File: src/rtl/lotr_pkg.sv
// Shared types and constants for the core-to-fabric request tracker.
package lotr_pkg;

    typedef enum logic {
        RD = 1'b0,
        WR = 1'b1
    } t_opcode;

    typedef enum logic [1:0] {
        IDLE  = 2'd0,
        WAIT  = 2'd1,
        READY = 2'd2
    } t_slotState;

    localparam logic [31:0] TIMEOUT_DATA = 32'hDEAD_BEEF;
    localparam int          MAX_THREADS  = 8;

    // Binary index of the set bit in a one-hot thread vector (zero when none is set).
    function automatic logic [2:0] encodeOneHot8(input logic [7:0] oneHot);
        logic [2:0] idx;
        idx = '0;
        for (int i = 0; i < MAX_THREADS; i++) begin
            if (oneHot[i]) begin
                idx = idx | 3'(i);
            end
        end
        return idx;
    endfunction

endpackage

File: src/rtl/c2f_thread_slot.sv
// Per-thread read tracker: waits for the ring response, buffers it and hands
// it back when the thread is scheduled again. A watchdog fills in poison data
// if the response never shows up.

`ifndef LOTR_RST_MSFF
`define LOTR_RST_MSFF(q, d, clk, rst, rstVal) \
    always_ff @(posedge clk) begin \
        if (rst) q <= rstVal; \
        else     q <= d; \
    end
`endif

module c2f_thread_slot
    import lotr_pkg::*;
#(
    parameter int TIMEOUT_CYC = 1024
) (
    input  logic        QClk,
    input  logic        RstQnnnH,
    input  logic        rdAccept,
    input  logic        rspHit,
    input  logic [31:0] rspData,
    input  logic        threadSel,
    output logic        rcAccess,
    output logic        matchFire,
    output logic [31:0] bufData,
    output logic        timeoutErr
);

    localparam int              CNT_W      = (TIMEOUT_CYC > 1) ? $clog2(TIMEOUT_CYC) : 1;
    localparam bit              TIMEOUT_EN = (TIMEOUT_CYC > 0);
    localparam logic [CNT_W-1:0] CNT_LAST  = CNT_W'((TIMEOUT_CYC > 0) ? (TIMEOUT_CYC - 1) : 0);

    t_slotState       state;
    t_slotState       stateNext;
    logic [CNT_W-1:0] cnt;
    logic [CNT_W-1:0] cntNext;
    logic [31:0]      bufNext;
    logic             timeoutErrNext;
    logic             timeoutHit;

    assign timeoutHit = TIMEOUT_EN && (cnt == CNT_LAST);
    assign rcAccess   = (state != IDLE);

    // Next-state logic: the counter only runs in WAIT and clears whenever WAIT is left.
    always_comb begin
        stateNext      = state;
        cntNext        = '0;
        bufNext        = bufData;
        timeoutErrNext = timeoutErr;
        matchFire      = 1'b0;
        case (state)
            IDLE: begin
                if (rdAccept) begin
                    stateNext = WAIT;
                end
            end
            WAIT: begin
                if (rspHit && !rdAccept) begin
                    stateNext = READY;
                    bufNext   = rspData;
                end else if (timeoutHit) begin
                    stateNext      = READY;
                    bufNext        = TIMEOUT_DATA;
                    timeoutErrNext = 1'b1;
                end else begin
                    cntNext = cnt + CNT_W'(1);
                end
            end
            READY: begin
                if (threadSel) begin
                    stateNext = IDLE;
                    matchFire = 1'b1;
                end
            end
            default: begin
                stateNext = IDLE;
            end
        endcase
    end

    // FSM state register.
    `LOTR_RST_MSFF(state, stateNext, QClk, RstQnnnH, IDLE)

    // Watchdog counter.
    `LOTR_RST_MSFF(cnt, cntNext, QClk, RstQnnnH, '0)

    // Returned-data buffer.
    `LOTR_RST_MSFF(bufData, bufNext, QClk, RstQnnnH, '0)

    // Sticky timeout flag.
    `LOTR_RST_MSFF(timeoutErr, timeoutErrNext, QClk, RstQnnnH, 1'b0)

endmodule

File: src/rtl/c2f_req_tracker.sv
// Core-to-fabric request tracker: forwards off-core reads/writes to the ring
// through a one-entry stall hold register, and tracks one outstanding read per
// hardware thread until its data is handed back to the pipeline.

`ifndef LOTR_RST_MSFF
`define LOTR_RST_MSFF(q, d, clk, rst, rstVal) \
    always_ff @(posedge clk) begin \
        if (rst) q <= rstVal; \
        else     q <= d; \
    end
`endif

module c2f_req_tracker
    import lotr_pkg::*;
#(
    parameter int NUM_THREADS = 4,
    parameter int TID_W       = $clog2(NUM_THREADS),
    parameter int TIMEOUT_CYC = 1024
) (
    input  logic                   QClk,
    input  logic                   RstQnnnH,
    input  logic [NUM_THREADS-1:0] ThreadQ103H,
    input  logic                   RemoteRdQ103H,
    input  logic                   RemoteWrQ103H,
    input  logic [31:0]            AddressQ103H,
    input  logic [31:0]            WrDataQ103H,
    input  logic                   C2F_ReqStall,
    output logic                   C2F_ReqValidQ500H,
    output t_opcode                C2F_ReqOpcodeQ500H,
    output logic [TID_W-1:0]       C2F_ReqThreadIDQ500H,
    output logic [31:0]            C2F_ReqAddressQ500H,
    output logic [31:0]            C2F_ReqDataQ500H,
    output logic                   ReqReady,
    input  logic                   C2F_RspValidQ502H,
    input  logic [TID_W-1:0]       C2F_RspThreadIDQ502H,
    input  logic [31:0]            C2F_RspDataQ502H,
    output logic [NUM_THREADS-1:0] RcAccess,
    output logic                   C2F_RspMatchQ104H,
    output logic [31:0]            C2F_RspDataQ504H,
    output logic [NUM_THREADS-1:0] TimeoutErr,
    output logic                   OverflowErr
);

    logic [7:0]             threadPad;
    logic [TID_W-1:0]       curTid;
    t_opcode                curOp;
    logic                   reqNew;
    logic                   reqAccept;

    logic                   holdValid;
    logic                   holdValidNext;
    t_opcode                holdOp;
    t_opcode                holdOpNext;
    logic [TID_W-1:0]       holdTid;
    logic [TID_W-1:0]       holdTidNext;
    logic [31:0]            holdAddr;
    logic [31:0]            holdAddrNext;
    logic [31:0]            holdData;
    logic [31:0]            holdDataNext;
    logic                   overflowNext;

    logic [NUM_THREADS-1:0] rdAcceptVec;
    logic [NUM_THREADS-1:0] rspHitVec;
    logic [NUM_THREADS-1:0] matchFire;
    logic [31:0]            slotBuf [NUM_THREADS];
    logic                   matchAny;
    logic [31:0]            matchData;
    logic [31:0]            rspDataNext;

    assign threadPad = 8'(ThreadQ103H);
    assign curTid    = TID_W'(encodeOneHot8(threadPad));
    assign curOp     = RemoteWrQ103H ? WR : RD;
    assign reqNew    = RemoteRdQ103H | RemoteWrQ103H;
    assign ReqReady  = ~holdValid;
    assign reqAccept = C2F_ReqValidQ500H & ~C2F_ReqStall;

    // Ring request mux: a held request always takes priority over the live pipeline request.
    always_comb begin
        C2F_ReqValidQ500H    = reqNew;
        C2F_ReqOpcodeQ500H   = curOp;
        C2F_ReqThreadIDQ500H = curTid;
        C2F_ReqAddressQ500H  = AddressQ103H;
        C2F_ReqDataQ500H     = WrDataQ103H;
        if (holdValid) begin
            C2F_ReqValidQ500H    = 1'b1;
            C2F_ReqOpcodeQ500H   = holdOp;
            C2F_ReqThreadIDQ500H = holdTid;
            C2F_ReqAddressQ500H  = holdAddr;
            C2F_ReqDataQ500H     = holdData;
        end
    end

    // Hold register update: capture a stalled live request, drop (and flag) anything arriving while full.
    always_comb begin
        holdValidNext = holdValid;
        holdOpNext    = holdOp;
        holdTidNext   = holdTid;
        holdAddrNext  = holdAddr;
        holdDataNext  = holdData;
        overflowNext  = OverflowErr;
        if (holdValid) begin
            if (!C2F_ReqStall) begin
                holdValidNext = 1'b0;
            end
            if (reqNew) begin
                overflowNext = 1'b1;
            end
        end else if (reqNew && C2F_ReqStall) begin
            holdValidNext = 1'b1;
            holdOpNext    = curOp;
            holdTidNext   = curTid;
            holdAddrNext  = AddressQ103H;
            holdDataNext  = WrDataQ103H;
        end
    end

    // Hold register valid bit.
    `LOTR_RST_MSFF(holdValid, holdValidNext, QClk, RstQnnnH, 1'b0)

    // Hold register opcode.
    `LOTR_RST_MSFF(holdOp, holdOpNext, QClk, RstQnnnH, RD)

    // Hold register thread ID.
    `LOTR_RST_MSFF(holdTid, holdTidNext, QClk, RstQnnnH, '0)

    // Hold register address.
    `LOTR_RST_MSFF(holdAddr, holdAddrNext, QClk, RstQnnnH, '0)

    // Hold register write data.
    `LOTR_RST_MSFF(holdData, holdDataNext, QClk, RstQnnnH, '0)

    // Sticky dropped-request flag.
    `LOTR_RST_MSFF(OverflowErr, overflowNext, QClk, RstQnnnH, 1'b0)

    for (genvar t = 0; t < NUM_THREADS; t++) begin : gSlot
        assign rdAcceptVec[t] = reqAccept && (C2F_ReqOpcodeQ500H == RD)
                                && (C2F_ReqThreadIDQ500H == TID_W'(t));
        assign rspHitVec[t]   = C2F_RspValidQ502H && (C2F_RspThreadIDQ502H == TID_W'(t));

        c2f_thread_slot #(
            .TIMEOUT_CYC (TIMEOUT_CYC)
        ) uSlot (
            .QClk       (QClk),
            .RstQnnnH   (RstQnnnH),
            .rdAccept   (rdAcceptVec[t]),
            .rspHit     (rspHitVec[t]),
            .rspData    (C2F_RspDataQ502H),
            .threadSel  (ThreadQ103H[t]),
            .rcAccess   (RcAccess[t]),
            .matchFire  (matchFire[t]),
            .bufData    (slotBuf[t]),
            .timeoutErr (TimeoutErr[t])
        );
    end

    // Select the buffer of the slot handing data back this cycle (at most one, threads are one-hot).
    always_comb begin
        matchAny  = |matchFire;
        matchData = '0;
        for (int t = 0; t < NUM_THREADS; t++) begin
            if (matchFire[t]) begin
                matchData = matchData | slotBuf[t];
            end
        end
        rspDataNext = matchAny ? matchData : C2F_RspDataQ504H;
    end

    // Q104H match pulse.
    `LOTR_RST_MSFF(C2F_RspMatchQ104H, matchAny, QClk, RstQnnnH, 1'b0)

    // Q504H returned data, held between matches.
    `LOTR_RST_MSFF(C2F_RspDataQ504H, rspDataNext, QClk, RstQnnnH, '0)

endmodule

File: config.mk
export PLATFORM = sky130hd
export DESIGN_NAME = c2f_req_tracker
export DESIGN_NICKNAME = d
export VERILOG_FILES = /design/src/rtl/lotr_pkg.sv /design/src/rtl/c2f_thread_slot.sv /design/src/rtl/c2f_req_tracker.sv
export SDC_FILE = /design/constraint.sdc
export NUM_CORES = 1
export LEC_CHECK = 0
export CORE_AREA = 2 2 156 158
export CTS_CLUSTER_SIZE = 20
export DETAILED_ROUTE_END_ITERATION = 12
export DIE_AREA = 0 0 158 160
export PLACE_DENSITY_LB_ADDON = 0.3
export SYNTH_ARGS = -nofsm -noshare
export SYNTH_HDL_FRONTEND = slang
export SYNTH_HIERARCHICAL = 1
export SYNTH_SLANG_ARGS = --single-unit
File: constraint.sdc
create_clock -name QClk -period 2.79 [get_ports QClk]
set_input_delay 0.4185 -clock QClk [delete_from_list [all_inputs] [get_ports QClk]]
set_output_delay 0.4185 -clock QClk [all_outputs]
set_load 0.02 [all_outputs]
[Yosys cells after proc, flatten, opt, wreduce, memory -nomap -nowiden]
Cells that the tools add are included.
Word-level totals
  register bits: 282
  bits of input ports: 108
  output and inout bits: 111
  word-level logic and storage cells: 177
Operators by class
  $add $sub $neg: 4
  eq/ne operators: 30
  muxes and demuxes: 52
  bitwise gates (word level): 16
  reduce and logical (&&, ||, !) cells: 51
Operator list (count)
  $mux W32: 14
  $or A32 B32 Y32: 3
  $add A10 B1 Y10 const B: 4
  $eq A10 B10 Y1 const B: 4
  $mux W2: 19
  $pmux W2 S3: 4
  $reduce_and A3 Y1: 8
  $reduce_or A4 Y1: 5
  $eq A2 B2 Y1 const B: 8
  $reduce_bool A2 Y1: 8
  $mux W1: 15
  $logic_and A1 B1 Y1: 14
  $eq A2 B1 Y1 const B: 6
  $logic_not A2 Y1: 6
  $ne A3 B1 Y1 const B: 4
  $reduce_and A2 Y1: 6
  $not A1 Y1: 11
  $ne A2 B1 Y1 const B: 4
  $ne A2 B2 Y1 const B: 4
  $logic_not A1 Y1: 4
  $and A1 B1 Y1: 1
  $or A1 B1 Y1: 1

[Logic depth before layout (Yosys ltp)]
Gate-level depths: netlist of run 1.
  depth after elaboration: 10
  mapped depth: 11
  depth with buffers taken out: 8

[By module]
The synthesis of run 1 kept the hierarchy.
Modules (own cells, without submodules)
  c2f_req_tracker: instances 1, cells each 600, area each 5352.6 µm², sequential area each 2042.0 µm²
  c2f_thread_slot at gSlot[0].uSlot ...: instances 3, cells each 196, area each 1746.7 µm², sequential area each 900.9 µm²
  c2f_thread_slot at gSlot[3].uSlot: instances 1, cells each 196, area each 1719.1 µm², sequential area each 900.9 µm²

[Least setup slack after synthesis of run 1]
Ideal clock, no wire load.
  path type: input -> register
  start point: in RemoteWrQ103H
  end point: reg gSlot[2].uSlot.bufData[0]
  setup time: 0.074 ns
  data arrival time: 2.192 ns
  data required time: 2.716 ns
  slack: 0.524 ns
  cell stages on the path: 9
  buffers on the path: 2
  path through: or3b_2 -> a211o_1 -> nor2_1 -> nor4bb_1 -> buf_2 -> a41oi_4 -> buf_2 -> nand2_1 -> a31oi_1
On the way
  cells in the longest elaborated chain, start to end: 9
  elaborated cells on any way between the ends: 13
  those cells by class: mux: 4; bitwise: 3; reduce/logical: 6
RTL lines
  from (decl): line c2f_req_tracker.sv:24  | input logic RemoteWrQ103H,
  $or A1 B1 Y1 or $mux W1 (tied branches): line c2f_req_tracker.sv:73, c2f_req_tracker.sv:72
  $mux W1: line c2f_req_tracker.sv:84  | if (holdValid) begin
  $and A1 B1 Y1 or $not A1 Y1 (tied branches): line c2f_req_tracker.sv:75, c2f_req_tracker.sv:136
  $logic_and A1 B1 Y1 (*): line c2f_req_tracker.sv:136  | assign rdAcceptVec[t] = reqAccept && (C2F_ReqOpcodeQ500H == RD)
  $logic_and A1 B1 Y1 (*): line c2f_req_tracker.sv:137  | && (C2F_ReqThreadIDQ500H == TID_W'(t));
  net rdAcceptVec[2]: line c2f_req_tracker.sv:62  | logic [NUM_THREADS-1:0] rdAcceptVec;
  $logic_not A1 Y1 (*): line c2f_thread_slot.sv:59  | if (rspHit && !rdAccept) begin
  $logic_and A1 B1 Y1 (*): line c2f_thread_slot.sv:59
  $reduce_bool A2 Y1 (no line)
  $reduce_and A2 Y1 (no line)
  to (decl): line c2f_thread_slot.sv:26  | output logic [31:0] bufData,
The timed path passes the listed nets; every way through them passes the cells marked *.
A chain may end at the register's enable or synchronous reset.

[Final worst setup path of run 1]
  start point: reg holdValid
  end point: out C2F_ReqAddressQ500H[22]
On the way
  cells in the longest elaborated chain, start to end: 1
RTL lines
  from (decl): line c2f_req_tracker.sv:50  | logic holdValid;
  $mux W32: line c2f_req_tracker.sv:84
  to (decl): line c2f_req_tracker.sv:31  | output logic [31:0] C2F_ReqAddressQ500H,
No other way between the ends.

==> impl_metrics.yaml, run 1 <==
routing:
  avgViaCountPerCell: 5.84
  routedWlPerCell_um: 18.1
  first_pass_iters: 5
  drcViolationCount: 0
  wl_mm: 34.4
  initialDrtViolationCount: 1007
  ant_nets: 0
  num_vias: 11100
floorplanning:
  placementRows: 57
  dieArea_um2: 25300
  ios: 219
  die_h_um: 160
  die_w_um: 158
  initial_core_util_pct: 51.7
  core-area_um2: 23800
layout:
  nNetsFinal: 1665
  drive_above_1_share_pct: 14.7
  diodes: 0
  area_delta_synth_final_pct: 28.7
  final_util_pct: 66.5
global_routing:
  antenna_found_initial: 0
  grt_max_degree: 103
  grt_overflow: 0
  grt_pass1_wl_mm: 54.3
  grt_usage_pct: 26.0
  first_global_vias: 10500
sta:
  final_max_slew_viol_count: 0
  slew_headroom_pct: 51.4
  min_period_ns: 2.74
  finClkSkew_ns: 0.0126
  fmax_mhz: 365
  setup_ws_ns: 0.0526
  post-route-period-util_pct: 98.1
  finalSetupViolCount: 0
  worst-slew-pin-transition_ns: 0.729
  hold_viol: 0
  rsz0062_at_grt: "false"
critical_path:
  critical_path_class: "reg2out"
  slowest_delay_ns: 0.59
  rrSetupSlack_ns: 0.46
  arrival_ns: 2.32
  r2r-end: "gSlot[2].uSlot/bufData[3]"
  path_max_fanout: 68
  crit_path_end_kind: "primary output"
  r2r_start: "holdValid"
  required_ns: 2.37
  cp-start-kind: "flip-flop"
  cp_slowest_cell: "clkdlybuf4s50_1"
  r2r_cells: 9
  path_cells: "buf_16, mux2_2, clkdlybuf4s50_1"
placed_design:
  gp_congestion: 0.804
  numPortBuffers: 218
  place_ws_ns: -0.0954
  hpwlAfterDp_mm: 21.0
cts:
  clk_pin_slew_ns: 0.06
  tritoncts: "done"
  cts_resized: 0
  ctsHoldBuffers: 0
  clk_latency_ns: 0.55
  clockRootBuffer: "clkbuf_16"
  cts_buffers: 29
  post_cts_buffers: 0
  clk_path_buf_depth: 3
  cts.sinks: 282
  h-tree-depth: 1
outcome:
  status: "finished clean"
synth:
  synthesis.nets: 1496
  syn-instance-count: 1384
  synth.avg_cell_area_um2: 8.90
  yosysUniqueCellTypes: 48
  synthArstFlopShare_pct: 0
  synth-edff-count: 0
  yosysTopAreaCellShare_pct: 45.9
  ys_warn_count: 6
  synth_top_flop_cell: "dfxtp_1"
  ys_ff_latch: 282
  yosys.area.top_type: "dfxtp_1"
  ys_seq_area_share_pct: 45.9
  synthesis.area_um2: 12300
  synthTopCellsByArea: "dfxtp_1 (46%), mux2_2 (5.9%), a22oi_1 (5.9%)"
min_path:
  hold_end: "gSlot[0].uSlot/timeoutErr"
  min_from: "gSlot[0].uSlot/timeoutErr"
  hold-path-cell-count: 2
  hold_path_class: "reg2reg"
pwr:
  p_leak_uw: 0.00532
  irDropWorstVdd_mv: 0.568
  power.density_nw_per_um2: 558
job:
  cap_violations: 0
cell usage in the layout (no fill, tap or decap), types with 9 or more instances in the layout:
cell type / count
nand2_1: 167
buf_4: 34
clkbuf_16: 29
dfxtp_1: 281
nand3_1: 75
o21ai_0: 69
mux2_2: 65
buf_12: 12
clkdlybuf4s50_1: 217
a21oi_1: 77
a311oi_2: 29
inv_1: 53
nor2_1: 117
a22oi_1: 96
xnor2_1: 9
xor2_1: 23
a31oi_1: 80
a221oi_1: 16
how the worst max path moves through the flow:
stage / start / to / slack (ns) / cells past startpoint
floorplan: RemoteWrQ103H / gSlot[2].uSlot/bufData[0] / 0.52 / 9
global placement: RemoteWrQ103H / gSlot[0].uSlot/cnt[3] / -0.06 / 8
detailed placement: RemoteWrQ103H / gSlot[3].uSlot/cnt[5] / -0.1 / 8
CTS: holdValid / C2F_ReqAddressQ500H[22] / 0.04 / 3
global route: holdValid / C2F_ReqDataQ500H[16] / 0.01 / 3
finish: holdValid / C2F_ReqAddressQ500H[22] / 0.05 / 3
critical path, delay by kind of cell, from the launching register on:
kind,cells,cell delay [ns]
buffers and inverters,2,0.90
flip-flops,1,0.44
multiplexers,1,0.37
state kept, by name (all words and copies together), names as in the netlist, 2 cells and up:
signal / cells
C2F_RspDataQ504H: 32
gSlot.uSlot/bufData: 128
gSlot.uSlot/cnt: 40
gSlot.uSlot/state: 8
gSlot.uSlot/timeoutErr: 4
holdAddr: 32
holdData: 32
holdTid: 2
cell type report:
| cell class | instances | area, um2 |
|---|---|---|
| clock buffers | 38 | 820 |
| clock inverters | 14 | 116 |
| fillers | 1919 | 7980 |
| inverters | 53 | 199 |
| multi-input cells | 922 | 5950 |
| flip-flops and latches | 282 | 5650 |
| well taps | 324 | 405 |
| repair buffers | 265 | 2710 |
logic make-up after synthesis:
logic type                 synth area share, %
adders and majority gates                0.407
AOI/OAI and AO/OA                         22.4
buffers and inverters                     6.58
DFF                                       45.9
and+or+nand+nor                           16.6
xor gates and xnor gates                  2.28
muxes                                     5.95
where the power goes:
| part | internal [uW] | switching, uW | leakage [uW] |
|---|---|---|---|
| Clock | 2160 | 1620 | 0.000452 |
| Sequential | 4100 | 36.8 | 0.00228 |
| Combinational | 455 | 475 | 0.00259 |
per-layer routing:
layer | track usage (%) | share of wire (%)
met3 | 5.18 | 8.9
met4 | 7.90 | 2.3
met1 | 33.3 | 41
met2 | 44.0 | 48
met5 | 0 | 0
stage by stage:
step | setup TNS [ns] | hold WS [ns] | instances | total power [uW] | cell area [um2]
after global placement | -0.843 | 0.438 | 1846 | 5130 | 14900
after floorplan | 0 | 0.437 | 1384 | 4670 | 12300
after CTS | 0 | 0.442 | 1898 | 8900 | 15800
final | 0 | 0.447 | 1898 | 8840 | 15800
after detailed placement | -4.61 | 0.438 | 1846 | 5140 | 14900
after global routing | 0 | 0.465 | 1898 | 9150 | 15800
Yosys cell counts, types with 8 or more instances:
cell type and count:
and3_1 8, inv_1 53, buf_6 8, dfxtp_1 282, a31oi_1 80, xor2_1 23, and3_4 8, mux2_2 65
a311oi_2 29, nand2_1 167, nand3_1 75, xnor2_1 9, a22oi_1 96, a221oi_1 16, a21oi_1 77, buf_2 50
nor2_1 118, nand4_1 8, o21ai_0 69, clkbuf_1 61
(Power assumes the default switching activity.)
==> inputs of run 2 (changes only) <==
Settings changed: CORE_AREA 2 2 156 158 to 2 2 173 175, DIE_AREA 0 0 158 160 to 0 0 175 177.
==> run 2 against run 1 <==
Effect of this change:
- routed wire length rose by 3.7%
- sequential power about the same
- sequential share of layout area is 0.60 points lower
- clock power rose by 8.2%
- sequential cell count stayed put
- cell area increased by 1.7%
- fmax is 1.6% higher
- combinational power grew 1%
- critical path depth unchanged
- non-clock buffer count grew 4
- count of clock-buffer cells in the layout rose by 6
- critical path type unchanged
- critical endpoint is now C2F_ReqDataQ500H[25]
- largest cell class unchanged
==> impl_metrics.yaml, run 2 (synthesized netlist as in run 1, its figures left out) <==
sta:
  finClkSkew_ns: 0.0125
  min_period_ns: 2.70
  slew_headroom_pct: 46.3
  worst-slew-pin-transition_ns: 0.805
  finalSetupViolCount: 0
  rsz0062_at_grt: "false"
  hold_viol: 0
  final_max_slew_viol_count: 0
  post-route-period-util_pct: 96.6
  fmax_mhz: 371
global_routing:
  grt_overflow: 0
  gr-usage-met2_pct: 36.9
  grt_pass1_wl_mm: 56.4
  antenna_found_initial: 5
  grt_max_degree: 104
  busiest_layer: "met2"
  first_global_vias: 10500
  grtUsageMet3_pct: 3.93
  grt_usage_pct: 22.1
  grt_util_met1_pct: 29.7
layout:
  largest_reg_flops: 128
  area_delta_synth_final_pct: 30.9
  stdcell_count: 1977
  drive_above_1_share_pct: 15.0
  layout_common_cells: "dfxtp_1 (281), clkdlybuf4s50_1 (217), nand2_1 (167), nor2_1 (117), a22oi_1 (96)"
  final_util_pct: 55.1
  nNetsFinal: 1671
  final_common_cell: "dfxtp_1"
critical_path:
  path_cells: "clkbuf_16, mux2_2, clkdlybuf4s50_1"
  required_ns: 2.37
  slowest_delay_ns: 0.54
  path_max_fanout: 26
  cp-start-kind: "flip-flop"
  critical_path_class: "reg2out"
  cp_slowest_cell: "clkdlybuf4s50_1"
  arrival_ns: 2.28
  crit_path_end_kind: "primary output"
cts:
  cts.sinks: 282
  clk_path_buf_depth: 3
  tritoncts: "done"
  clk_pin_slew_ns: 0.06
  cts_buffers: 31
  h-tree-depth: 1
  clk_latency_ns: 0.55
  clockRootBuffer: "clkbuf_16"
routing:
  wl_mm: 35.7
  routedWlPerCell_um: 18.1
  drcViolationCount: 0
  first_pass_iters: 5
  initialDrtViolationCount: 889
  num_vias: 11000
  ant_nets: 0
  avgViaCountPerCell: 5.58
outcome:
  status: "finished clean"
floorplanning:
  dieArea_um2: 31000
  core-area_um2: 29200
  ios: 219
  initial_core_util_pct: 42.1
  placementRows: 63
  die_h_um: 177
  die_w_um: 175
pwr:
  power.density_nw_per_um2: 569
  p_leak_uw: 0.00542
  design_power_total_uw: 9170
  irDropWorstVdd_mv: 0.438
placed_design:
  numPortBuffers: 218
  gp_congestion: 0.793
  placed_cells: 1914
  hpwlAfterDp_mm: 21.9
job:
  cap_violations: 0
min_path:
  hold_path_class: "reg2reg"
-- run 2: cell types whose count changed in the layout (fill, tap and decap cells not counted), moves of 3 or more --
cell / delta
buf_12: +3
clkbuf_1: +3
clkinv_2: +4
diode_2: +4
clkbuf_16: +4
clkinvlp_4: -4
-- run 2: power by group --
group	switching [uW]	total, uW	internal [uW]
registers	38.4	4130	4100
logic	478	939	461
clock network	1660	4090	2430
-- run 2: final cells by class --
cell class	count	area, um2
clock buffers	44	906
inverters	53	199
well taps	390	488
clock inverters	13	121
repair buffers	269	2790
fillers	2563	13100
multi-input cells	922	5950
diodes	4	10.0
flip-flops and latches	282	5650
-- run 2: path summary, 6_finish.rpt --
path                                           startpoint                        end  slack (ns)  cells past startpoint
worst min-delay path            gSlot[3].uSlot/timeoutErr  gSlot[3].uSlot/timeoutErr        0.45                      2
worst max-delay path                            holdValid       C2F_ReqDataQ500H[25]        0.09                      3
worst max register to register                  holdValid      gSlot[3].uSlot/cnt[7]        0.21                      8
worst min register to register  gSlot[3].uSlot/timeoutErr  gSlot[3].uSlot/timeoutErr        0.45                      2
-- run 2: per-stage QoR --
stage	hold WS, ns	setup TNS, ns	cell area (um2)	setup WS, ns
floorplan	0.437	0	12300	0.524
global placement	0.439	-0.936	15000	-0.0385
detailed placement	0.443	-5.21	15000	-0.117
CTS	0.437	0	16100	0.0107
global route	0.459	0	16100	0.0337
finish	0.447	0	16100	0.0948
-- run 2: timing repair --
item | in CTS | in global routing
cloned | 0 | 1
pin swaps | 0 | 0
endpoints found under the setup margin | 51 | 4
gates resized for setup | 1 | 0
buffers inserted | 1 | 0
hold buffers | 0 | 0
hold endpoints to repair | 0 | 0
-- run 2: critical path: cells and delay by family, from the launching register on --
| family | cells | cell delay, ns |
|---|---|---|
| muxes | 1 | 0.38 |
| buffers and inverters | 2 | 0.82 |
| DFF | 1 | 0.52 |
-- run 2: metal layers --
layer | up-vias | wire, um
met5 | - | 13
met4 | 2 | 762
met3 | 67 | 2660
met2 | 413 | 16500
met1 | 5262 | 15800
li1 | 5282 | -
==> inputs of run 3 (changes only) <==
Settings changed: CAP_MARGIN set to 20.
==> results of run 3 <==
The final DEF is identical to that of run 2; final timing and power are the same.
==> patch (config.mk and constraints of run 3) <==
`NUM_THREADS`: 4 -> 2.
--- a/src/rtl/c2f_req_tracker.sv
+++ b/src/rtl/c2f_req_tracker.sv
@@ -15,3 +15,3 @@
 #(
-    parameter int NUM_THREADS = 4,
+    parameter int NUM_THREADS = 2,
     parameter int TID_W       = $clog2(NUM_THREADS),
Interface: changed (5 resized); port bits go from 219 to 211. The function was not compared with the original's and may differ.
==> patch against run 3 <==
  * Power shrank 31%
  * Global-route usage is 7.0 points lower
  * Area after synthesis decreased by 30%
  * Routed wire length shrank 35%
  * Worst setup slack improved by 0.011 ns
  * Final area decreased by 27%
  * Sequential cell count shrank 91
  * Register-to-register slack better by 0.30 ns
==> patch: results (changes against run 3) <==
| Metric | Value |
|---|---|
| Status | `complete, no violations` |
| Vias | `7,025 (-36%)` |
| Largest net degree at the start of global routing | `83 (-20%)` |
| Nets | `1,200 (-28%)` |
| Routed WL | `23.3 mm (-35%)` |
| DP Wirelength | `14.9 mm (-32%)` |
| GRT Util Overall | `0.151 (-0.0699)` |
| GP Congestion | `0.753 (-5.0%)` |
| Unique masters post-synth | `43 (-10%)` |
| Hold Crit Endpoint | `gSlot[0].uSlot/state[0]` |
| Peak VDD IR | `0.353 mV (-19%)` |
| Minimum hold slack | `0.361 ns (-0.0859 ns)` |
| Top cells by count, synth | `dfxtp_1, nand2b_1, nand2_1` |
| Reg2Reg Setup Slack | `0.51 ns (+0.30 ns)` |
| Port bufs | `210 (-3.7%)` |
| Global-route wire length before repair | `37.8 mm (-33%)` |
| Max stage delay on crit path | `0.55 ns` |
| CP max stage cell | `dfxtp_4` |
| DRT iter0 DRCs | `502 (-44%)` |
| Main area contributors after synthesis | `dfxtp_1, nand2b_1, mux2_2` |
| Max FO, Critical Path | `50 (+92%)` |
| Clock slew at reported path FFs | `0.09 ns (+0.03 ns)` |
| Worst-case reg-to-reg path depth | `9 (+1)` |
| Worst hold path depth | `2 (unchanged)` |
| Max FFs per register | `64 (-50%)` |
| Leak | `4.12 nW (-24%)` |
| Met1 usage | `0.213 (-0.0840)` |
| Async SR Flop Fraction | `0 (unchanged)` |
| RR Startpoint | `holdValid` |
| Layout cell share with drive strength beyond 1 | `0.132 (-0.0177)` |
| Clock latency on the worst-skew pair | `0.44 ns (-0.11 ns)` |
| Clk buf depth | `2 (-1)` |
| M2 GR Usage | `0.229 (-0.140)` |
| Avg Vias per Cell | `4.69 (-16%)` |
| CP top delay family | `buffers and inverters` |
| Mapped Nets | `1,019 (-32%)` |
| Min-delay src | `RstQnnnH` |
| DRT Pass-1 Iters | `7 (+2)` |
| Crit path to | `C2F_ReqAddressQ500H[10]` |
| Worst hold path class | `primary input to flop` |
| Seq/Total Area, Yosys | `0.444 (-0.0141)` |
| H-tree levels | `4 (+3)` |
| RR Endpoint | `gSlot[0].uSlot/bufData[28]` |
| Root buffer cell | `clkbuf_16` |
| Initial antenna violation count | `2 (-3)` |
| Post-Route Skew | `0.0237 ns (+0.0112 ns)` |
| Max-slew headroom | `0.440 (-0.0237)` |
| Fillers | `2,901 (+13%)` |
| CTS buffer count | `17 (-45%)` |
| Cell-internal power | `0.00454 W (-35%)` |
| Syn Area/Cell | `9.43 um^2 (+6.0%)` |
| Met3 Use GR | `0.0417 (+0.00236)` |
| Number of global-route vias before repair | `6,869 (-35%)` |
[patch: cell types whose count changed after synthesis, sizes merged, moves of 48 or more]
cell	before	now
a22oi	96	48
dfxtp	282	191
mux2i	0	65
nand2	167	114
nand2b	3	130
nand3	75	6
nor2	118	44
o21ai	69	3
[patch: cell type report]
type                       count  area share
antenna                        2    0.000425
clock buffer                  17      0.0362
clock inverter                15      0.0187
inverter                      26     0.00829
multi-input combinational    623       0.368
sequential                   191       0.325
tap                          390      0.0415
timing repair buffer         234       0.202
[patch: power groups by stage]
stage | Sequential (W) | Combinational, W | Clock [W]
after floorplan | 0.00289 | 0.000465 | 0
after global placement | 0.00290 | 0.000859 | 0
after detailed placement | 0.00291 | 0.000864 | 0
after CTS | 0.00284 | 0.000869 | 0.00272
after global routing | 0.00285 | 0.000921 | 0.00283
final | 0.00284 | 0.000860 | 0.00263
[patch: timing repair]
item                                    CTS  global route
buffers inserted                          0             0
resized for setup                         0             1
endpoints found under the setup margin    0             3
[patch: logic make-up after synthesis]
logic type / count (synthesis) / share of synthesized area
buffers and inverters: 98 / 0.0572
AND/OR/NAND/NOR: 329 / 0.200
adder cells (fa/ha/maj): 2 / 0.00291
flip-flops: 191 / 0.444
multiplexers: 131 / 0.162
XOR/XNOR: 16 / 0.0163
AO/OA/AOI/OAI: 145 / 0.117
[patch: layer usage]
layer	wire length, um	up-vias
li1	-	3493
met1	11400	3297
met2	10000	222
met3	1730	11
met4	136	2
met5	11	-
[patch: per-stage QoR]
step           worst slack, ns  instance area, um^2
2_1_floorplan            0.622                 8600
3_3_place_gp             0.156                11100
3_5_place_dp             0.138                11100
4_1_cts                 0.0326                11800
5_1_grt                0.00962                11800
6_report                 0.106                11800
